**config.mk**
```make
export PLATFORM = sky130hd
export DESIGN_NAME = alu_engine
export DESIGN_NICKNAME = d
export VERILOG_FILES = /design/src/rtl/alu_pkg.sv /design/src/rtl/alu_datapath.sv /design/src/rtl/alu_engine.sv
export SDC_FILE = /design/constraint.sdc
export NUM_CORES = 1
export LEC_CHECK = 0
export ABC_AREA = 1
export CORE_MARGIN = 3
export CORE_UTILIZATION = 55
export DETAILED_ROUTE_END_ITERATION = 6
export DONT_BUFFER_PORTS = 1
export HOLD_SLACK_MARGIN = 0.03
export PLACE_DENSITY = 0.76
export REMOVE_ABC_BUFFERS = 1
export SKIP_CTS_REPAIR_TIMING = 1
export SYNTH_ARGS = -nofsm -noshare
export SYNTH_HDL_FRONTEND = slang
export SYNTH_HIERARCHICAL = 1
export SYNTH_SLANG_ARGS = --single-unit
```
**constraint.sdc**
```tcl
create_clock -name clk -period 2.4 [get_ports clk]
set_clock_uncertainty 0.2 [all_clocks]
set_input_delay 0.6 -clock clk [delete_from_list [all_inputs] [get_ports clk]]
set_output_delay 0.6 -clock clk [all_outputs]
set_load 0.01 [all_outputs]
```
**src/rtl/alu_pkg.sv**
```systemverilog
// Shared types and constants for the two-beat ALU engine: op encoding and FSM state.
// Used by the RTL and by the checker and stimulus code.
// Build option ALU_ENGINE_SAT_EN is consumed by alu_datapath, not here.
package alu_pkg;

  // {op[1], op[0]}: op[0] arrives with operand A, op[1] with operand B
  typedef logic [1:0] op_t;

  localparam op_t OP_ADD  = 2'b00;
  localparam op_t OP_SUB  = 2'b01;
  localparam op_t OP_XOR  = 2'b10;
  localparam op_t OP_XNOR = 2'b11;

  typedef logic [1:0] state_t;

  localparam state_t ST_IDLE    = 2'd0;
  localparam state_t ST_OPB     = 2'd1;
  localparam state_t ST_COMPUTE = 2'd2;
  localparam state_t ST_DONE    = 2'd3;

endpackage

```
**src/rtl/alu_datapath.sv**
```systemverilog
// Combinational ALU: (a, b, op) -> {overflow, result}; add/sub carry-borrow at DATA_WIDTH+1 bits.
// Latency: none (pure combinational). Backpressure: none.
// ALU_ENGINE_SAT_EN: add saturates to all-ones on carry, sub to zero on borrow.
module alu_datapath
  import alu_pkg::*;
#(
  parameter int DATA_WIDTH = 8
) (
  input  logic [DATA_WIDTH-1:0] a,
  input  logic [DATA_WIDTH-1:0] b,
  input  op_t                   op,
  output logic [DATA_WIDTH-1:0] result,
  output logic                  overflow
);

  logic [DATA_WIDTH:0] sum;
  logic [DATA_WIDTH:0] diff;

  // Top bit of the widened difference is the unsigned borrow (set iff a < b)
  assign sum  = {1'b0, a} + {1'b0, b};
  assign diff = {1'b0, a} - {1'b0, b};

  always_comb begin
    result   = '0;
    overflow = 1'b0;
    case (op)
      OP_ADD: begin
        overflow = sum[DATA_WIDTH];
`ifdef ALU_ENGINE_SAT_EN
        result   = sum[DATA_WIDTH] ? {DATA_WIDTH{1'b1}} : sum[DATA_WIDTH-1:0];
`else
        result   = sum[DATA_WIDTH-1:0];
`endif
      end
      OP_SUB: begin
        overflow = diff[DATA_WIDTH];
`ifdef ALU_ENGINE_SAT_EN
        result   = diff[DATA_WIDTH] ? '0 : diff[DATA_WIDTH-1:0];
`else
        result   = diff[DATA_WIDTH-1:0];
`endif
      end
      OP_XOR: begin
        result   = a ^ b;
        overflow = 1'b0;
      end
      OP_XNOR: begin
        result   = ~(a ^ b);
        overflow = 1'b0;
      end
      default: begin
        result   = '0;
        overflow = 1'b0;
      end
    endcase
  end

endmodule

```
**src/rtl/alu_engine.sv**
```systemverilog
// Two-beat ALU engine: beat 1 = A + op[0], beat 2 = B + op[1]; registered result with one-cycle done pulse.
// Latency: done is high in the cycle after the edge following the B capture edge.
// Backpressure: none; beats arriving in COMPUTE/DONE are dropped. Optional ALU_ENGINE_SAT_EN saturates add/sub.
module alu_engine
  import alu_pkg::*;
#(
  parameter int DATA_WIDTH = 8
) (
  input  logic                  clk,
  input  logic                  reset_n,
  input  logic                  opcode_valid,
  input  logic                  opcode,
  input  logic [DATA_WIDTH-1:0] data,
  output logic [DATA_WIDTH-1:0] result,
  output logic                  overflow,
  output logic                  done
);

  state_t                state;
  logic [DATA_WIDTH-1:0] a_q;
  logic [DATA_WIDTH-1:0] b_q;
  op_t                   op_q;
  logic [DATA_WIDTH-1:0] dp_result;
  logic                  dp_overflow;

  alu_datapath #(
    .DATA_WIDTH (DATA_WIDTH)
  ) u_datapath (
    .a        (a_q),
    .b        (b_q),
    .op       (op_q),
    .result   (dp_result),
    .overflow (dp_overflow)
  );

  always_ff @(posedge clk or negedge reset_n) begin
    if (!reset_n) begin
      state    <= ST_IDLE;
      a_q      <= '0;
      b_q      <= '0;
      op_q     <= '0;
      result   <= '0;
      overflow <= 1'b0;
      done     <= 1'b0;
    end else begin
      // done mirrors the DONE state, registered on the same edge that enters it
      done <= (state == ST_COMPUTE);
      case (state)
        ST_IDLE: begin
          if (opcode_valid) begin
            a_q     <= data;
            op_q[0] <= opcode;
            state   <= ST_OPB;
          end
        end
        ST_OPB: begin
          if (opcode_valid) begin
            b_q     <= data;
            op_q[1] <= opcode;
            state   <= ST_COMPUTE;
          end
        end
        ST_COMPUTE: begin
          result   <= dp_result;
          overflow <= dp_overflow;
          state    <= ST_DONE;
        end
        ST_DONE: begin
          state <= ST_IDLE;
        end
        default: begin
          state <= ST_IDLE;
        end
      endcase
    end
  end

endmodule

```
==> flow_summary_export.csv, run 1 <==
group,metric,value,unit
job,maxCapViolCount,0,
sta,worst_slew_margin_rel,69.4,%
synth,yosys_warnings,6,
power_and_ir_drop,ir_worst_vdd,0.740,mV
sta,fmax,483,MHz
clock_tree,clk_path_buf_depth,2,
clock_tree,h-tree-depth,2,
drt,ant_nets,0,
global_routing,grt_pass1_wl,8160,microns
synth,syn_avg_cell_area,7.31,sq um
synth,synth_cells,305,
synth,synth_most_common_cell,"nand2_1",
layout,multiInputGateArea,1210,sq um
setup_path,slowest_stage,"ha_1",
drt,drc_errors,0,
synth,synth_commonest_cells,"nand2_1 (103), inv_1 (49), dfrtp_1 (30), nand3_1 (21), ha_1 (20)",
layout,nNetsFinal,341,
setup_path,setup.worst_path.start_class,"register",
global_routing,antenna_found_initial,0,
sta,finalCriticalPeriod,2070,ps
clock_tree,cts_buffers,5,
sta,setup_tns,0,ps
floorplanning,io_pins,22,
setup_path,critPathKind,"reg -> reg",
floorplanning,initial_core_util,59.2,%
sta,min_period_over_period,86.3,%
global_routing,grt_pass1_vias,1872,
drt,finalWirelength,4530,microns
clock_tree,cts_tree,"built",
clock_tree,clock_latency,290,ps
sta,maxSlewViolCount,0,
sta,setup_violations,0,
sta,rsz0062_at_grt,"no",
drt,viasPerCell,5.32,
drt,drtPass1Iterations,4,
placement,place_hpwl,3420,microns
synth,synthArstFlopShare,100,%
setup_path,cp-end-kind,"register",
drt,top_layer_used,"met4",
placement,place_congestion,0.934,
floorplanning,design.core.area,3770,sq um
layout,drive_above_1_share,10.1,%
power_and_ir_drop,leakage,1.30,nW
layout,num-fill-cells,354,
layout,areaGrowthSynthToFinish,5.72,%
setup_path,slowest_delay,410,ps
synth,yosys.area.top_type,"dfrtp_1",
drt,m1WireLength,2030,microns
drt,wl_per_cell,12.7,microns
global_routing,grt.total_usage,20.6,%
clock_tree,path_clk_slew,60,ps
layout,diodes,0,
synth,ys_types,24,
global_routing,grt_max_degree,31,
synth,yosysTopAreaCellShare,33.7,%
drt,first_iter_violations,159,
floorplanning,die-width,69.7,microns
sta,tightest_slew,458,ps
placement,io_buffers,0,
drt,route.met2.wl,2130,microns
outcome,status,"complete, no violations",
placement,place_inst,346,
synth,yosys-top-cells-area,"dfrtp_1 (34%), nand2_1 (17%), ha_1 (11%), inv_1 (8.2%), o21ai_2 (6.3%)",
synth,synth_edf_count,0,
synth,synthFlopType,"dfrtp_1",
global_routing,overflow,0,
synth,synth_area,2230,sq um
synth,ys_ff_latch,30,
clock_tree,clock_sinks,30,
setup_path,worstPathArrival,2050,ps
setup_path,cp_max_fo,8,
sta,timing.final.hold_violations,0,
layout,fin_cells,356,
drt,route.met3.wl,281,microns
setup_path,path_cells,"inv_1, ha_1, nor2_1, o21ai_0, nand3_1, nand2_1, nand2_1, nand2_1, nand3_1, nand2_1, nand2_1",
floorplanning,rows,22,
setup_path,crit_path_frequent_cell,"nand2_1",
power_and_ir_drop,power.density,1600,nW/um^2
clock_tree,cts_root_buffer,"clkbuf_8",
synth,yosysSeqAreaShare,33.7,%
drt,vias,1894,
floorplanning,die-area,4860,sq um
setup_path,crit_required,2380,ps
floorplanning,fp.dieH,69.7,microns
layout,register_area,751,sq um
hold_path,hold_class,"in -> reg",
[cell type report]
cell class	instances	share of cell area, %
clock buffers	7	3.24
clock inverters	1	1.27
inverters	53	8.44
multi-input cells	215	51.4
flip-flops and latches	30	31.8
well taps	48	2.55
repair buffers	2	1.27
[where the power goes]
part	leakage (nW)	switching, mW	total [mW]	internal, mW
registers	0.376	0.236	0.984	0.748
clock network	0.0524	0.194	0.505	0.310
logic	0.873	1.47	2.30	0.821
[through the flow]
step | power (mW) | util, % | setup slack [ps] | cell area (sq um) | hold slack (ps)
final | 3.78 | 62.5 | 330 | 2360 | 274
after global routing | 4.23 | 62.5 | 146 | 2360 | 278
after CTS | 3.76 | 61.7 | 342 | 2330 | -203
after detailed placement | 3.25 | 58.9 | 353 | 2220 | 105
after global placement | 3.20 | 58.9 | 397 | 2220 | 105
after floorplan | 2.77 | - | 572 | 2160 | 104
[layout by cell type, fill, tap and decap left out, types with 2 or more instances in the layout]
master / n
o21ai_2: 16
nand2_2: 3
o21ai_0: 8
o21ai_1: 4
inv_1: 49
nand4_1: 9
o211ai_1: 2
clkbuf_8: 5
a21oi_1: 7
inv_2: 4
dfrtp_1: 30
ha_1: 20
nor2_1: 12
fa_1: 2
nand2_1: 103
nand3b_1: 3
nand3_1: 21
clkbuf_1: 2
[worst max-delay path: cells and delay by family (launching register included)]
kind,cells,cell delay [ps]
simple gates,8,630
buf+inv,1,50
fa+ha+maj,1,410
flops,1,370
compound gates,1,300
[routing by layer]
| layer | up-vias | global-route usage (%) |
|---|---|---|
| met4 | 0 | 7.87 |
| met3 | 7 | 5.36 |
| met1 | 863 | 25.7 |
| met5 | - | 0 |
| li1 | 961 | - |
| met2 | 63 | 34.0 |
[flip-flops by register name, summed over array words and instances (netlist names)]
signal	cells
result	8
state	2
overflow	1
b_q	8
done	1
op_q	2
a_q	8
[cells by family after synthesis]
family,after synthesis,share of synthesized area (%)
AND/OR/NAND/NOR,152,28.7
AO/OA/AOI/OAI,40,12.2
buffers and inverters,60,12.0
adder cells (fa/ha/maj),22,13.0
XOR/XNOR,1,0.393
flip-flops,30,33.7
[final timing paths]
kind,start,end,slack [ps],depth (start not counted)
setup / recovery,b_q[3],result[6],330,11
hold / removal,data[3],b_q[3],270,2
setup reg to reg,b_q[3],result[6],330,11
hold reg to reg,b_q[4],b_q[4],310,2
max in group asynchronous,reset_n,result[3],1270,2
min in group asynchronous,reset_n,a_q[2],560,2
(Power assumes the default switching activity.)
==> run 2, diff against run 1 <==
Settings changed: CTS_CLUSTER_SIZE set to 40.
Clock period 2.4 ns to 2.6 ns, I/O delays scaled along.
==> run 2 against run 1 <==
Effect of this change: global-route usage is 0.52 points lower; wire length is 1.2% higher; total power is 9.4% lower; largest cell class unchanged; maximum frequency is 0.29% higher; largest power group unchanged.
==> flow_summary_export.csv, run 2 (synthesis results as in run 1) <==
group,metric,value,unit
outcome,status,"complete, no violations",
power_and_ir_drop,pwr-share-comb,61.8,%
placement,place_congestion,0.934,
drt,first_iter_violations,155,
drt,route.met3.wl,291,microns
sta,finalCriticalPeriod,2060,ps
sta,fmax,484,MHz
sta,min_period_over_period,79.4,%
sta,timing.final.hold_violations,0,
drt,vias,1883,
floorplanning,io_pins,22,
drt,viasPerCell,5.29,
setup_path,worstPathArrival,2090,ps
setup_path,setup.worst_path.start,"b_q[0]",
drt,finalWirelength,4590,microns
layout,diodes,0,
setup_path,setup.worst_path.start_class,"register",
hold_path,hp-start,"b_q[4]",
sta,worst_slew_margin_rel,68.8,%
clock_tree,cts_tree,"built",
placement,place_hpwl,3370,microns
setup_path,cp-end-kind,"register",
power_and_ir_drop,power.switching,1.77,mW
clock_tree,clock_sinks,30,
layout,areaGrowthSynthToFinish,5.22,%
clock_tree,h-tree-depth,2,
hold_path,hold_path_depth,2,
power_and_ir_drop,ir_worst_vdd,0.678,mV
floorplanning,die-width,69.7,microns
power_and_ir_drop,p_seq_share,26.5,%
sta,setup_violations,0,
sta,maxSlewViolCount,0,
floorplanning,rows,22,
floorplanning,fp.dieH,69.7,microns
drt,route.met2.wl,2170,microns
drt,drtPass1Iterations,4,
drt,m1WireLength,2090,microns
setup_path,crit_required,2620,ps
floorplanning,die-area,4860,sq um
sta,tightest_slew,466,ps
global_routing,antenna_found_initial,0,
layout,reg_top3,"a_q: 8 flops, b_q: 8 flops, result: 8 flops",
power_and_ir_drop,clkPwrFrac,11.7,%
power_and_ir_drop,leakage,1.30,nW
clock_tree,cts_buffers,5,
power_and_ir_drop,power.density,1460,nW/um^2
job,maxCapViolCount,0,
global_routing,grt_max_degree,31,
clock_tree,path_clk_slew,70,ps
global_routing,grt_pass1_wl,7940,microns
power_and_ir_drop,switching_share,51.5,%
floorplanning,initial_core_util,59.2,%
drt,wl_per_cell,12.9,microns
placement,io_buffers,0,
setup_path,cp_max_fo,4,
global_routing,grt_pass1_vias,1766,
sta,rsz0062_at_grt,"no",
drt,ant_nets,0,
setup_path,timing.rr.start,"b_q[0]",
clock_tree,clock_latency,280,ps
clock_tree,clk_path_buf_depth,2,
sta,setup_tns,0,ps
global_routing,overflow,0,
placement,place_ws,557,ps
layout,nNetsFinal,341,
drt,drc_errors,0,
power_and_ir_drop,intPower,1.66,mW
drt,top_layer_used,"met4",
setup_path,rr_worst_depth,10,
sta,setup_ws,536,ps
global_routing,grt.total_usage,20.0,%
hold_path,hold_class,"reg -> reg",
setup_path,critPathKind,"reg -> reg",
layout,drive_above_1_share,10.7,%
clock_tree,cts_root_buffer,"clkbuf_8",
layout,final_cell_mix,"nand2_1 (103), inv_1 (49), dfrtp_1 (30)",
floorplanning,design.core.area,3770,sq um
layout,layout_commonest_cell,"nand2_1",
run 2: layout make-up:
| type | count | area [sq um] |
|---|---|---|
| inverters | 53 | 199 |
| flip-flops and latches | 30 | 751 |
| clock inverters | 2 | 12.5 |
| fillers | 343 | 1420 |
| well taps | 48 | 60.1 |
| multi-input cells | 215 | 1210 |
| repair buffers | 2 | 30.0 |
| clock buffers | 6 | 82.6 |
run 2: final timing paths:
check,to,slack [ps]
max,result[4],540
min,b_q[4],310
max reg2reg,result[4],540
min reg2reg,b_q[4],310
max in group asynchronous,b_q[1],1430
min in group asynchronous,result[5],600
run 2: per-stage QoR:
step	instance area [sq um]	util (%)	std cells	power, mW	hold WS, ps
floorplan	2160	-	298	2.55	154
global placement	2220	58.9	346	2.95	155
detailed placement	2220	58.9	346	2.99	155
CTS	2320	61.4	354	3.40	-152
global route	2350	62.2	356	3.83	330
finish	2350	62.2	356	3.43	314
run 2: power by group through the flow:
stage	registers (mW)	logic, mW	clock network [mW]
after CTS	0.912	2.08	0.408
after floorplan	0.868	1.69	0
final	0.908	2.12	0.403
after global routing	0.944	2.46	0.432
after detailed placement	0.919	2.07	0
after global placement	0.905	2.05	0
run 2: worst max-delay path, stage by stage, from the launching register on:
cell and delay [ps]:
dfrtp_1 380, ha_1 180, inv_1 60, fa_1 440, o31ai_1 280, nand2_1 80, nand3_1 100, nand2_1 60
o21ai_1 70, nand2_1 60, nand2_1 80
run 2: metal layers:
metal,up-vias,GRT usage [%]
li1,963,-
met1,864,26.0
met2,50,32.9
met3,6,5.51
met4,0,5.32
met5,-,0
==> run 3, diff against run 2 <==
Clock period 2.6 ns to 2.15 ns, I/O delays scaled along.
==> run 3 against run 2 <==
Effect of this change: critical path type unchanged; worst setup slack lost 380 ps; critical path depth rose by 2; sequential cell count is the same; clock-buffer cell count did not move; non-clock buffer count unchanged.
==> flow_summary_export.csv, run 3 (synthesis results as in run 1) <==
group,metric,value,unit
drt,viasPerCell,5.24,
setup_path,setup.worst_path.start_class,"register",
setup_path,critPathKind,"reg -> reg",
clock_tree,cts_root_buffer,"clkbuf_8",
global_routing,grt_pass1_vias,1797,
setup_path,rr_worst_depth,12,
setup_path,cp_max_fo,4,
clock_tree,path_clk_slew,70,ps
setup_path,timing.rr.start,"b_q[0]",
power_and_ir_drop,leakage,1.29,nW
layout,register_area,752,sq um
clock_tree,cts_tree,"built",
drt,drtPass1Iterations,4,
drt,finalWirelength,4530,microns
setup_path,r2r-end,"result[6]",
sta,tightest_slew,450,ps
hold_path,hold_path_depth,2,
clock_tree,clock_latency,280,ps
setup_path,worstPathArrival,2020,ps
floorplanning,design.core.area,3770,sq um
sta,fmax,502,MHz
layout,drive_above_1_share,12.3,%
floorplanning,die-width,69.7,microns
global_routing,grt_pass1_wl,8110,microns
sta,whs,214,ps
layout,multiInputGateArea,1220,sq um
layout,final_cell_mix,"nand2_1 (103), inv_1 (49), dfrtp_1 (29)",
placement,dpl_cell_area,2220,sq um
clock_tree,h-tree-depth,2,
drt,ant_nets,0,
layout,final_area,2360,sq um
global_routing,overflow,0,
hold_path,holdPathEnd,"b_q[3]",
sta,finalCriticalPeriod,1990,ps
floorplanning,rows,22,
setup_path,crit_required,2180,ps
clock_tree,cts_buffers,5,
job,maxCapViolCount,0,
floorplanning,io_pins,22,
setup_path,reg2reg_slack,160,ps
hold_path,hp-start,"data[3]",
drt,vias,1864,
floorplanning,fp.dieH,69.7,microns
placement,place_congestion,0.942,
drt,first_iter_violations,175,
power_and_ir_drop,ir_worst_vdd,0.846,mV
sta,worst_slew_margin_rel,69.9,%
layout,reg_top3,"a_q: 8 flops, b_q: 8 flops, result: 8 flops",
drt,drc_errors,0,
sta,maxSlewViolCount,0,
floorplanning,die-area,4860,sq um
layout,areaGrowthSynthToFinish,5.83,%
drt,wl_per_cell,12.7,microns
setup_path,cp-end-kind,"register",
power_and_ir_drop,power.density,1770,nW/um^2
clock_tree,clock_sinks,30,
clock_tree,clk_path_buf_depth,2,
sta,timing.final.hold_violations,0,
layout,diodes,0,
floorplanning,initial_core_util,59.2,%
placement,place_hpwl,3360,microns
sta,setup_violations,0,
sta,min_period_over_period,92.7,%
global_routing,antenna_found_initial,0,
layout,layout_commonest_cell,"nand2_1",
outcome,status,"complete, no violations",
hold_path,hold_class,"in -> reg",
layout,num-fill-cells,349,
layout,nNetsFinal,341,
global_routing,grt_max_degree,31,
global_routing,grt.total_usage,20.5,%
placement,io_buffers,0,
run 3: cell count changes in the layout (fill, tap and decap cells not counted):
cell	before	now
dfrtp_1	30	29
dfrtp_2	0	1
fa_1	2	0
fa_2	0	2
ha_1	20	19
ha_2	0	1
o31ai_1	1	0
o31ai_2	0	1
run 3: through the flow:
| stage | std cells | power [mW] | TNS, ps | util, % | setup WS, ps |
|---|---|---|---|---|---|
| 4_1_cts | 354 | 4.12 | 0 | 61.4 | 100 |
| 6_report | 356 | 4.17 | 0 | 62.6 | 157 |
| 3_3_place_gp | 346 | 3.59 | 0 | 58.9 | 126 |
| 5_1_grt | 356 | 4.68 | -10.2 | 62.6 | -10.2 |
| 3_5_place_dp | 346 | 3.61 | 0 | 58.9 | 124 |
| 2_1_floorplan | 298 | 3.09 | 0 | - | 322 |
run 3: layer usage:
layer,vias to the layer above,global-route usage (%),part of all wire [%]
met5,-,0,0
met4,0,9.36,2.3
met3,11,5.36,6.0
met2,62,31.6,46
met1,831,27.0,46
li1,960,-,-
run 3: where the power goes:
group | switching (mW) | internal (mW)
Sequential | 0.258 | 0.836
Clock | 0.232 | 0.257
Combinational | 1.65 | 0.938
run 3: layout make-up:
class	instances	share of cell area (%)
well taps	48	2.54
clock inverters	2	0.530
inverters	53	8.43
flip-flops and latches	30	31.8
repair buffers	2	1.27
clock buffers	6	3.50
multi-input cells	215	51.9
run 3: worst max-delay path, cell delays in order (launching register included):
cell and delay, ps:
dfrtp_1 380, ha_1 200, inv_1 70, fa_2 380, inv_1 80, nand4_1 120
nand3_1 140, nand2_1 60, nand2_1 60, nand2_1 50, nand3_1 70, nand2_1 50
nand2_1 90
run 3: worst max path at each step:
stage,cells past startpoint,from,end
final,12,b_q[0],result[6]
after global placement,10,b_q[0],result[4]
after CTS,10,b_q[0],result[4]
after floorplan,10,a_q[0],result[4]
after detailed placement,10,b_q[0],result[4]
after global routing,12,b_q[0],result[6]
